$ cat config.mk
export PLATFORM = sky130hd
export DESIGN_NAME = duty_ctrl
export DESIGN_NICKNAME = d
export VERILOG_FILES = /design/src/rtl/duty_ctrl.sv
export SDC_FILE = /design/constraint.sdc
export NUM_CORES = 1
export LEC_CHECK = 0
export ABC_AREA = 1
export CAP_MARGIN = 20
export CORE_UTILIZATION = 25
export CTS_CLUSTER_SIZE = 30
export DETAILED_ROUTE_END_ITERATION = 6
export PLACE_DENSITY = 0.52
export SLEW_MARGIN = 20
export SYNTH_ARGS = -nofsm -noshare
export SYNTH_HDL_FRONTEND = slang
export SYNTH_SLANG_ARGS = --single-unit
$ cat constraint.sdc
create_clock -name clk -period 1.6 [get_ports clk]
set_input_delay 0.24 -clock clk [delete_from_list [all_inputs] [get_ports clk]]
set_output_delay 0.24 -clock clk [all_outputs]
set_load 0.05 [all_outputs]
$ cat src/rtl/duty_ctrl.sv
// Soft-started PWM compare controller with a latched fault state and a shadowed target.
// Define DUTY_SOFT_START_EN to add the RAMP state and the step parameter.
module duty_ctrl #(
    parameter int arr     = 200,
    parameter int cmp_max = 180
`ifdef DUTY_SOFT_START_EN
    , parameter int step  = 1
`endif
) (
    input  logic        clk,
    input  logic        rst,
    input  logic        enable,
    input  logic        fault,
    input  logic [15:0] target,
    input  logic        target_valid,
    output logic        target_ready,
    output logic [15:0] compare,
    output logic        period_tick,
    output logic        running,
    output logic        faulted
);

`ifdef DUTY_SOFT_START_EN
    typedef enum logic [1:0] {
        OFF   = 2'd0,
        RAMP  = 2'd1,
        RUN   = 2'd2,
        FAULT = 2'd3
    } state_t;
`else
    typedef enum logic [1:0] {
        OFF   = 2'd0,
        RUN   = 2'd2,
        FAULT = 2'd3
    } state_t;
`endif

    localparam logic [15:0] arr_v     = 16'(arr);
    localparam logic [15:0] cmp_max_v = 16'(cmp_max);

    state_t      state;
    state_t      state_nx;
    logic [15:0] cnt;
    logic [15:0] shadow;
    logic [15:0] clamped;
    logic [15:0] compare_nx;

    assign period_tick  = (cnt == arr_v);
    assign clamped      = (shadow > cmp_max_v) ? cmp_max_v : shadow;
    assign running      = (state == RUN)
`ifdef DUTY_SOFT_START_EN
                          || (state == RAMP)
`endif
                          ;
    assign faulted      = (state == FAULT);
    assign target_ready = !faulted;

`ifdef DUTY_SOFT_START_EN
    localparam logic [16:0] step_v = 17'(step);

    // One ramp increment, saturated at the clamped target (17 bits so it cannot wrap).
    logic [16:0] ramp_sum;
    logic [15:0] ramp_val;
    assign ramp_sum = {1'b0, compare} + step_v;
    assign ramp_val = (ramp_sum > {1'b0, clamped}) ? clamped : ramp_sum[15:0];
`endif

    always_ff @(posedge clk) begin
        if (rst) begin
            cnt     <= '0;
            state   <= OFF;
            compare <= '0;
        end else begin
            cnt     <= period_tick ? 16'd0 : cnt + 16'd1;
            state   <= state_nx;
            compare <= compare_nx;
        end
    end

    // Shadow is wiped when the fault state is entered so a stale target never resumes.
    always_ff @(posedge clk) begin
        if (rst) begin
            shadow <= '0;
        end else if (state_nx == FAULT && state != FAULT) begin
            shadow <= '0;
        end else if (target_valid && target_ready) begin
            shadow <= target;
        end
    end

    always_comb begin
        state_nx   = state;
        compare_nx = compare;
        if (fault) begin
            state_nx   = FAULT;
            compare_nx = '0;
        end else begin
            case (state)
                OFF: begin
                    compare_nx = '0;
                    if (period_tick && enable) begin
`ifdef DUTY_SOFT_START_EN
                        compare_nx = ramp_val;
                        state_nx   = (ramp_val == clamped) ? RUN : RAMP;
`else
                        compare_nx = clamped;
                        state_nx   = RUN;
`endif
                    end
                end
`ifdef DUTY_SOFT_START_EN
                RAMP: begin
                    if (!enable) begin
                        state_nx   = OFF;
                        compare_nx = '0;
                    end else if (period_tick) begin
                        if (compare >= clamped) begin
                            compare_nx = clamped;
                            state_nx   = RUN;
                        end else begin
                            compare_nx = ramp_val;
                            if (ramp_val == clamped) begin
                                state_nx = RUN;
                            end
                        end
                    end
                end
`endif
                RUN: begin
                    if (!enable) begin
                        state_nx   = OFF;
                        compare_nx = '0;
                    end else if (period_tick) begin
                        compare_nx = clamped;
                    end
                end
                FAULT: begin
                    compare_nx = '0;
                    if (!enable) begin
                        state_nx = OFF;
                    end
                end
                default: begin
                    state_nx   = OFF;
                    compare_nx = '0;
                end
            endcase
        end
    end

endmodule

==> results of run 1 <==
==> area by class of cell <==
type,count,area share [%]
clock buffers,5,2.32
well taps,105,4.44
clock inverters,3,1.35
inverters,31,4.06
flip-flops and latches,50,33.9
multi-input cells,195,36.9
repair buffers,52,17.0
==> worst max-delay path by stage <==
stage | from | end | slack, ps | cells past startpoint
after global placement | enable | compare[13]$_SDFFE_PP0P_ | 5 | 6
final | cnt[0]$_SDFF_PP0_ | period_tick | -0.1 | 9
after CTS | cnt[1]$_SDFF_PP0_ | period_tick | -50 | 9
after detailed placement | enable | compare[8]$_SDFFE_PP0P_ | -20 | 6
after floorplan | cnt[0]$_SDFF_PP0_ | period_tick | 20 | 9
after global routing | cnt[1]$_SDFF_PP0_ | period_tick | -100 | 9
==> per-layer routing <==
layer | wire length [um] | vias to the layer above
met4 | 47 | 0
met1 | 2260 | 846
li1 | - | 1013
met5 | 0 | -
met2 | 2130 | 30
met3 | 195 | 5
==> power breakdown <==
group          leakage, nW  internal (mW)  total [mW]  switching, mW
Sequential           0.406           1.27        1.29         0.0176
Clock               0.0579          0.460       0.869          0.409
Combinational        0.683          0.121       0.262          0.141
Total                 1.15           1.85        2.42          0.567
==> repair_timing <==
action | in CTS | in global routing
cloned | 0 | 1
endpoints found under the setup margin | 1 | 15
buffers inserted | 2 | 0
pin swaps | 2 | 2
resized for setup | 2 | 9
==> worst max-delay path, cell delays in order (launching register included) <==
cell and delay (ps):
dfxtp_2 330, inv_2 60, ha_4 120, inv_2 20, nor2_1 70, nand2_1 90
nor2_4 110, nand2_4 60, inv_2 60, buf_12 130
==> placed cells by master, fill, tap and decap left out, types with 2 or more instances in the layout <==
cell	instances
nand3_1	27
or2_0	3
dfxtp_1	47
nand2_2	3
buf_4	27
clkbuf_8	5
inv_2	7
nand4_1	4
inv_1	23
nor2_2	4
a211oi_1	5
dfxtp_2	3
a21oi_1	26
clkinv_2	2
xor2_1	4
nor2_1	27
nor2_4	5
nand2_4	3
nor3b_2	8
buf_12	5
nand2_1	58
clkdlybuf4s50_1	20
nor3_1	6
==> registers in the layout (all words and copies together) (netlist names) <==
signal / count
cnt: 16
compare: 16
shadow: 16
state: 2
==> cells by family (layout without fill, tap and decap cells) <==
kind of cell	count (synthesis)	in the layout	synth area share (%)
buf+inv	38	91	7.18
compound gates	35	35	8.76
fa+ha+maj	2	2	1.13
simple gates	152	153	35.7
xor+xnor	5	5	1.98
flops	50	50	45.2
==> per-stage QoR <==
step | hold slack [ps] | power [mW] | util, % | setup WS, ps | setup TNS [ps]
after floorplan | 369 | 1.46 | - | 16.5 | 0
after global placement | 450 | 1.57 | 33.4 | 5.47 | 0
after detailed placement | 457 | 1.57 | 33.4 | -23.9 | -55.6
after CTS | 471 | 2.45 | 34.9 | -50.8 | -65.0
after global routing | 485 | 2.54 | 35.3 | -95.9 | -570
final | 468 | 2.42 | 35.3 | -0.0978 | -0.0978
==> flow_metrics.env, run 1 <==
export IMPL_status="finished, violations left"
export IMPL_violations="setup timing"
export IMPL_timing_final_ws_setup_ps=-0.0978
export IMPL_hold_path_class="reg2reg"
export IMPL_post_dp_cell_area_um2=2800
export IMPL_yosysSeqAreaShare_pct=45.2
export IMPL_die_w_um=96.1
export IMPL_drive_above_1_share_pct=23.8
export IMPL_max_clock_freq_mhz=625
export IMPL_clock_sinks=50
export IMPL_diodes=0
export IMPL_vdd_drop_max_mv=0.403
export IMPL_post_route_period_util_pct=100
export IMPL_ys_ff_latch=50
export IMPL_rr_startpoint="cnt[0]$_SDFF_PP0_"
export IMPL_final_cell_area_um2=2960
export IMPL_r2r_end="compare[3]$_SDFFE_PP0P_"
export IMPL_worst_setup_path_type="reg2out"
export IMPL_grt_setup_unrepaired="true"
export IMPL_slew_viol_final=0
export IMPL_synth_area_top_cells="dfxtp_1 (45%), nand2_1 (10%), a21oi_1 (6.1%)"
export IMPL_use_met1_pct=14.0
export IMPL_place_detailed_hpwl_um=3520
export IMPL_cts_path_max_buffers=2
export IMPL_coreArea_um2=8380
export IMPL_start_util_pct=26.4
export IMPL_path_max_fanout=2
export IMPL_syn_inst=282
export IMPL_grt_usage_pct=10.8
export IMPL_numCtsBuffers=5
export IMPL_min_to="shadow[14]$_SDFFE_PP0P_"
export IMPL_vias_per_cell=4.29
export IMPL_die_height_um=96.1
export IMPL_portBuffers=40
export IMPL_max_cap_viol_count=0
export IMPL_critical_path_arrival_ps=1360
export IMPL_grt_max_degree=17
export IMPL_finalSetupViolCount=1
export IMPL_synth_most_common_cell="nand2_1"
export IMPL_clk_pin_slew_ps=90
export IMPL_cts_htree_levels=2
export IMPL_dr_pass1_iters=4
export IMPL_skew_ps=5.43
export IMPL_multi_input_area_um2=1090
export IMPL_syn_nets=305
export IMPL_busiest_layer="met2"
export IMPL_critical_path_required_ps=1360
export IMPL_die_area_um2=9230
export IMPL_antenna_found_initial=0
export IMPL_fp_row_count=33
export IMPL_num_fill_cells=920
export IMPL_cts_root_buf="clkbuf_8"
export IMPL_wire_per_inst_um=10.5
export IMPL_synth_top_area_cell="dfxtp_1"
export IMPL_cp_end_kind="output port"
export IMPL_rrSetupSlack_ps=40
export IMPL_cts_tree="done"
export IMPL_drtAntennaViolNets=0
export IMPL_synth_top_area_share_pct=45.2
export IMPL_first_global_vias=1707
export IMPL_gr_total_overflow=0
export IMPL_synthFlopType="dfxtp_1"
export IMPL_postCtsHoldBufs=0
export IMPL_period_needed_ps=1600
export IMPL_use_met2_pct=17.3
export IMPL_drtIter0Drc=32
export IMPL_power_density_nw_per_um2=817
export IMPL_syn_area_um2=2210
export IMPL_synth_avg_cell_area_um2=7.85
export IMPL_worst_setup_path_start_kind="flip-flop"
export IMPL_gp_congestion=0.731
export IMPL_syn_to_final_growth_pct=33.8
export IMPL_layout_area_seq_um2=1000
export IMPL_grtUsageMet3_pct=2.92
export IMPL_async_reset_ff_share_pct=0
export IMPL_layout_cells_non_filler=441
export IMPL_hold_start="shadow[14]$_SDFFE_PP0P_"
export IMPL_clk_latency_ps=300
export IMPL_synth_top_cells_by_count="nand2_1 (59), dfxtp_1 (50), inv_1 (28)"
export IMPL_placed_cells=430
export IMPL_synth_warning_count=0
export IMPL_num_vias=1894
export IMPL_leakage_nw=1.15
export IMPL_relSlewSlack_pct=72.6
export IMPL_synth_edf_count=0
export IMPL_layout_nets=358
export IMPL_tightest_slew_ps=407
export IMPL_whs_path_depth=2
export IMPL_num_io_pins=41
export IMPL_final_hold_viol_count=0
export IMPL_reg2regPathDepth=12
export IMPL_drt_wl_total_um=4630
export IMPL_synth_cell_type_count=31
export IMPL_grt_pass1_wl_um=7700
export IMPL_drt_drc_violations_left=0
(Power assumes the default switching activity.)
==> run 2: changes to the inputs <==
--- a/config.mk
+++ b/config.mk
@@ -7,10 +7,10 @@
 export LEC_CHECK = 0
 export ABC_AREA = 1
 export CAP_MARGIN = 20
-export CORE_UTILIZATION = 25
+export CORE_UTILIZATION = 40
 export CTS_CLUSTER_SIZE = 30
 export DETAILED_ROUTE_END_ITERATION = 6
-export PLACE_DENSITY = 0.52
+export PLACE_DENSITY = 0.72
 export SLEW_MARGIN = 20
 export SYNTH_ARGS = -nofsm -noshare
 export SYNTH_HDL_FRONTEND = slang
==> constraint.sdc (replaced) <==
create_clock -name clk -period 1.8 [get_ports clk]
set_input_delay 0.27 -clock clk [delete_from_list [all_inputs] [get_ports clk]]
set_output_delay 0.27 -clock clk [all_outputs]
set_load 0.05 [all_outputs]
==> run 2 against run 1 <==
The run now ends clean; combinational power decreased by 24%; largest cell class unchanged; sequential power decreased by 12%; total power decreased by 19%; sequential share of layout area increased by 2.1 points; flip-flop and latch count unchanged; global-route usage increased by 4.3 points; critical path type unchanged; critical endpoint is now compare[0]; final area decreased by 5.9%.
==> flow_metrics.env, run 2 (synthesis results as in run 1) <==
export IMPL_rrSetupSlack_ps=200
export IMPL_grt_pass1_wl_um=7060
export IMPL_max_clock_freq_mhz=577
export IMPL_worst_setup_path_type="reg2out"
export IMPL_rr_startpoint="cnt[0]$_SDFF_PP0_"
export IMPL_path_buf_inv=1
export IMPL_antenna_found_initial=0
export IMPL_critical_path_required_ps=1530
export IMPL_numCtsBuffers=5
export IMPL_grt_usage_pct=15.1
export IMPL_diodes=0
export IMPL_num_io_pins=41
export IMPL_path_depth=1
export IMPL_drtAntennaViolNets=0
export IMPL_die_area_um2=5830
export IMPL_switchingPower_uw=475
export IMPL_period_needed_ps=1730
export IMPL_num_vias=1852
export IMPL_clk_latency_ps=300
export IMPL_switching_share_pct=24.3
export IMPL_critical_path_arrival_ps=1460
export IMPL_die_w_um=76.4
export IMPL_place_detailed_hpwl_um=3120
export IMPL_clock_sinks=50
export IMPL_syn_to_final_growth_pct=25.9
export IMPL_first_global_vias=1613
export IMPL_crit_path_start="compare[0]$_SDFFE_PP0P_"
export IMPL_drt_wl_total_um=4140
export IMPL_portBuffers=40
export IMPL_cts_tree="done"
export IMPL_cts_root_buf="clkbuf_8"
export IMPL_reg_top3="cnt x16, compare x16, shadow x16"
export IMPL_placed_cells=388
export IMPL_finalSetupViolCount=0
export IMPL_clk_pin_slew_ps=80
export IMPL_skew_ps=5.70
export IMPL_start_util_pct=42.5
export IMPL_whs_ps=413
export IMPL_drtIter0Drc=40
export IMPL_gp_congestion=0.776
export IMPL_wire_per_inst_um=10.4
export IMPL_gr_total_overflow=0
export IMPL_die_height_um=76.4
export IMPL_num_fill_cells=516
export IMPL_cts_htree_levels=2
export IMPL_critPathMaxStageDelay_ps=810
export IMPL_power_mw=1.95
export IMPL_final_cell_area_um2=2790
export IMPL_internal_power_mw=1.48
export IMPL_drive_above_1_share_pct=14.6
export IMPL_tightest_slew_ps=499
export IMPL_max_cap_viol_count=0
export IMPL_crit_family="buffers and inverters"
export IMPL_tns_ps=0
export IMPL_hold_path_class="reg2reg"
export IMPL_pwr_share_seq_pct=58.5
export IMPL_relSlewSlack_pct=66.6
export IMPL_post_dp_cell_area_um2=2680
export IMPL_final_common_cell="nand2_1"
export IMPL_p_clk_share_pct=31.2
export IMPL_layout_cells_non_filler=398
export IMPL_leakage_nw=1.05
export IMPL_grt_max_degree=17
export IMPL_path_max_fanout=2
export IMPL_timing_final_ws_setup_ps=66.2
export IMPL_r2r_end="cnt[8]$_SDFF_PP0_"
export IMPL_cts_path_max_buffers=2
export IMPL_dp_slack_ps=100
export IMPL_comb_power_share_pct=10.3
export IMPL_layout_nets=351
export IMPL_cp_slowest_cell="clkdlybuf4s50_1"
export IMPL_dr_pass1_iters=4
export IMPL_vdd_drop_max_mv=0.458
export IMPL_postCtsHoldBufs=0
export IMPL_post_route_util_pct=53.6
export IMPL_reg2regPathDepth=11
export IMPL_power_density_nw_per_um2=701
export IMPL_drt_drc_violations_left=0
export IMPL_layout_common_cells="nand2_1 (59), dfxtp_1 (48), clkdlybuf4s50_1 (36)"
export IMPL_fp_row_count=26
export IMPL_vias_per_cell=4.65
export IMPL_post_route_period_util_pct=96.3
export IMPL_slew_viol_final=0
export IMPL_crit_path_end="compare[0]"
export IMPL_coreArea_um2=5200
export IMPL_worst_setup_path_start_kind="flip-flop"
export IMPL_cp_cell_sequence="clkdlybuf4s50_1"
export IMPL_status="finished clean"
export IMPL_final_hold_viol_count=0
export IMPL_cp_end_kind="output port"
## run 2: cell types whose count changed in the layout (fill, tap and decap cells not counted), sizes merged
cell           before  now
nor2               37   36
inv                30   31
clkdlybuf4s50      20   36
buf                32   10
bufinv              1    0
clkinvlp            1    0
## run 2: power by group through the flow
| stage | Clock [mW] | Combinational (mW) | Sequential [mW] |
|---|---|---|---|
| floorplan | 0 | 0.127 | 1.17 |
| global placement | 0 | 0.196 | 1.17 |
| detailed placement | 0 | 0.199 | 1.17 |
| CTS | 0.632 | 0.199 | 1.14 |
| global route | 0.673 | 0.224 | 1.15 |
| finish | 0.610 | 0.200 | 1.14 |
## run 2: timing repair
item	in CTS	in global routing
setup buffers	2	1
pin swaps	1	1
endpoints found under the setup margin	1	2
resized for setup	1	2
## run 2: how the worst min path moves through the flow
stage | startpoint | end | slack, ps | cells past startpoint
after floorplan | fault | state[0]$_SDFF_PP0_ | 400 | 2
after global placement | cnt[13]$_SDFF_PP0_ | cnt[13]$_SDFF_PP0_ | 450 | 2
after detailed placement | cnt[13]$_SDFF_PP0_ | cnt[13]$_SDFF_PP0_ | 450 | 2
after CTS | cnt[13]$_SDFF_PP0_ | cnt[13]$_SDFF_PP0_ | 470 | 2
after global routing | cnt[0]$_SDFF_PP0_ | cnt[0]$_SDFF_PP0_ | 430 | 1
final | cnt[0]$_SDFF_PP0_ | cnt[0]$_SDFF_PP0_ | 410 | 1
## run 2: cell type report
| class | instances | area [um^2] | share of cell area (%) |
|---|---|---|---|
| Clock inverter | 2 | 10.0 | 0.359 |
| Clock buffer | 5 | 68.8 | 2.47 |
| Inverter | 31 | 116 | 4.17 |
| Tap cell | 70 | 87.6 | 3.14 |
| Timing Repair Buffer | 46 | 448 | 16.1 |
| Multi-Input combinational cell | 194 | 1050 | 37.8 |
| Sequential cell | 50 | 1000 | 36.0 |
## run 2: worst reg2reg max path, delay by kind of cell, from the launching register on
| family | cells | cell delay [ps] |
|---|---|---|
| simple gates | 5 | 590 |
| flops | 1 | 330 |
| buf+inv | 3 | 250 |
| compound gates | 2 | 190 |
| fa+ha+maj | 1 | 140 |
## run 2: metal layers
metal  global-route usage (%)  vias to the layer above  share of wire [%]
met5                        0                        -                  0
met4                     6.35                        0                1.2
met3                     3.71                        5                3.7
met2                     25.8                       41                 48
met1                     18.1                      809                 47
li1                         -                      997                  -
==> run 3: changes to the inputs <==
--- a/config.mk
+++ b/config.mk
@@ -8,8 +8,10 @@
 export ABC_AREA = 1
 export CAP_MARGIN = 20
 export CORE_UTILIZATION = 40
+export CTS_BUF_LIST = sky130_fd_sc_hd__clkbuf_2 sky130_fd_sc_hd__clkbuf_4 sky130_fd_sc_hd__clkbuf_8
 export CTS_CLUSTER_SIZE = 30
 export DETAILED_ROUTE_END_ITERATION = 6
+export GPL_TIMING_DRIVEN = 0
 export PLACE_DENSITY = 0.72
 export SLEW_MARGIN = 20
 export SYNTH_ARGS = -nofsm -noshare
==> run 3 against run 2 <==
The run now ends with setup timing left; global-route usage up 0.96 points; sequential power about the same; final cell count grew 1.0%; routed wire length up 3.9%; utilization is 1.5 points higher; worst hold slack gained 33 ps; setup slack worse by 130 ps; critical path type unchanged; critical endpoint is now period_tick.
==> flow_metrics.env, run 3 (synthesis results as in run 1) <==
export IMPL_power_mw=2.14
export IMPL_pwr_share_seq_pct=53.6
export IMPL_critical_path_arrival_ps=1590
export IMPL_layout_common_cells="nand2_1 (59), dfxtp_1 (48), clkdlybuf4s50_1 (36), nand3_1 (27), a21oi_1 (27)"
export IMPL_num_vias=1913
export IMPL_clk_pin_slew_ps=80
export IMPL_wire_per_inst_um=10.7
export IMPL_final_common_cell="nand2_1"
export IMPL_hold_path_class="reg2reg"
export IMPL_final_cell_area_um2=2870
export IMPL_r2r_end="cnt[6]$_SDFF_PP0_"
export IMPL_die_w_um=76.4
export IMPL_rrSetupSlack_ps=170
export IMPL_reg2regPathDepth=11
export IMPL_antenna_found_initial=0
export IMPL_drt_drc_violations_left=0
export IMPL_relSlewSlack_pct=66.2
export IMPL_first_global_vias=1769
export IMPL_critical_path_required_ps=1530
export IMPL_violations="setup timing"
export IMPL_num_io_pins=41
export IMPL_grt_pass1_wl_um=7630
export IMPL_cts_tree="done"
export IMPL_dr_pass1_iters=4
export IMPL_drtAntennaViolNets=0
export IMPL_finalSetupViolCount=1
export IMPL_path_max_fanout=4
export IMPL_comb_power_share_pct=9.8
export IMPL_timing_final_ws_setup_ps=-60.6
export IMPL_place_detailed_hpwl_um=3250
export IMPL_numCtsBuffers=5
export IMPL_cp_slowest_cell="dfxtp_4"
export IMPL_tns_ps=-60.6
export IMPL_die_area_um2=5830
export IMPL_grt_max_degree=15
export IMPL_vdd_drop_max_mv=0.365
export IMPL_max_clock_freq_mhz=537
export IMPL_cts_root_buf="clkbuf_8"
export IMPL_final_hold_viol_count=0
export IMPL_period_needed_ps=1860
export IMPL_gp_congestion=0.775
export IMPL_internal_power_mw=1.67
export IMPL_post_route_util_pct=55.0
export IMPL_clk_latency_ps=290
export IMPL_dp_slack_ps=-443
export IMPL_tightest_slew_ps=505
export IMPL_die_height_um=76.4
export IMPL_min_to="cnt[0]$_SDFF_PP0_"
export IMPL_rr_startpoint="cnt[0]$_SDFF_PP0_"
export IMPL_post_dp_cell_area_um2=2700
export IMPL_worst_setup_path_start_kind="flip-flop"
export IMPL_cts_htree_levels=2
export IMPL_drtIter0Drc=78
export IMPL_switching_share_pct=22.0
export IMPL_postCtsHoldBufs=0
export IMPL_grt_usage_pct=16.1
export IMPL_max_cap_viol_count=0
export IMPL_skew_ps=3.76
export IMPL_worst_setup_path_type="reg2out"
export IMPL_post_route_period_util_pct=103
export IMPL_reg_top3="cnt x16, compare x16, shadow x16"
export IMPL_diodes=0
export IMPL_start_util_pct=42.5
export IMPL_layout_nets=355
export IMPL_gr_total_overflow=0
export IMPL_whs_path_depth=1
export IMPL_status="finished, violations left"
export IMPL_power_density_nw_per_um2=746
export IMPL_fp_row_count=26
export IMPL_cp_cell_sequence="inv_2 -> ha_4 -> inv_2 -> nor2_2 -> nand2_1 -> nor2_2 -> nand2_4 -> buf_8 -> inv_4 -> buf_8"
export IMPL_drive_above_1_share_pct=16.0
export IMPL_coreArea_um2=5200
export IMPL_hold_start="cnt[0]$_SDFF_PP0_"
export IMPL_cp_end_kind="output port"
export IMPL_cts_path_max_buffers=2
export IMPL_drt_wl_total_um=4300
export IMPL_syn_to_final_growth_pct=29.5
export IMPL_portBuffers=40
export IMPL_vias_per_cell=4.76
export IMPL_slew_viol_final=0
export IMPL_switchingPower_uw=471
export IMPL_p_clk_share_pct=36.6
export IMPL_clock_sinks=50
export IMPL_critPathMaxStageDelay_ps=360
export IMPL_grt_setup_unrepaired="true"
export IMPL_leakage_nw=1.08
[run 3: changes by cell type in the layout (fill, tap and decap cells not counted), moves of 2 or more]
cell           before  now
inv_2               4    6
buf_4               9    4
buf_2               0    4
inv_1              27   24
buf_8               0    2
clkinv_2            2    0
dlygate4sd2_1       0    2
[run 3: final cells by class]
class | count | area (um^2)
plain buffers | 7 | 46.3
clock buffers | 6 | 82.6
clock inverters | 1 | 30.0
fillers | 528 | 2340
inverters | 31 | 119
multi-input cells | 194 | 1070
flip-flops and latches | 50 | 1010
well taps | 70 | 87.6
repair buffers | 43 | 425
[run 3: worst max-delay path by stage]
stage                                    from                 endpoint  slack [ps]  cells after the start
final                       cnt[0]$_SDFF_PP0_              period_tick         -60                     10
after global routing        cnt[0]$_SDFF_PP0_              period_tick        -150                     10
after CTS                   cnt[0]$_SDFF_PP0_              period_tick        -120                     10
after detailed placement    cnt[0]$_SDFF_PP0_              period_tick        -440                     10
after global placement      cnt[0]$_SDFF_PP0_              period_tick        -440                     10
after floorplan           state[0]$_SDFF_PP0_  shadow[10]$_SDFFE_PP0P_          50                      5
[run 3: power by group through the flow]
| stage | sequential (mW) | clock, mW | combinational, mW |
|---|---|---|---|
| global placement | 1.17 | 0 | 0.200 |
| floorplan | 1.17 | 0 | 0.127 |
| CTS | 1.14 | 0.810 | 0.202 |
| finish | 1.14 | 0.782 | 0.210 |
| global route | 1.15 | 0.870 | 0.236 |
| detailed placement | 1.17 | 0 | 0.203 |
[run 3: worst max-delay path: cells and delay by family (launching register included)]
family | cells | cell delay [ps]
fa+ha+maj | 1 | 120
flops | 1 | 360
buf+inv | 5 | 400
simple gates | 4 | 400
[run 3: layer usage]
metal  wire length (um)  track usage (%)  part of all wire, %
met3                149             4.43                  3.5
met2               2150             28.2                   50
met4                 48             4.04                  1.1
met1               1950             19.3                   45
met5                  0                0                    0
[run 3: timing repair]
item,4_1_cts,5_1_grt
pin swaps,1,4
setup endpoints to repair,4,2
resized for setup,11,13
buffers inserted,0,3
[run 3: per-stage QoR]
| step | cells | hold slack, ps |
|---|---|---|
| detailed placement | 392 | 456 |
| global placement | 392 | 449 |
| floorplan | 282 | 399 |
| global route | 402 | 460 |
| CTS | 399 | 449 |
| finish | 402 | 446 |
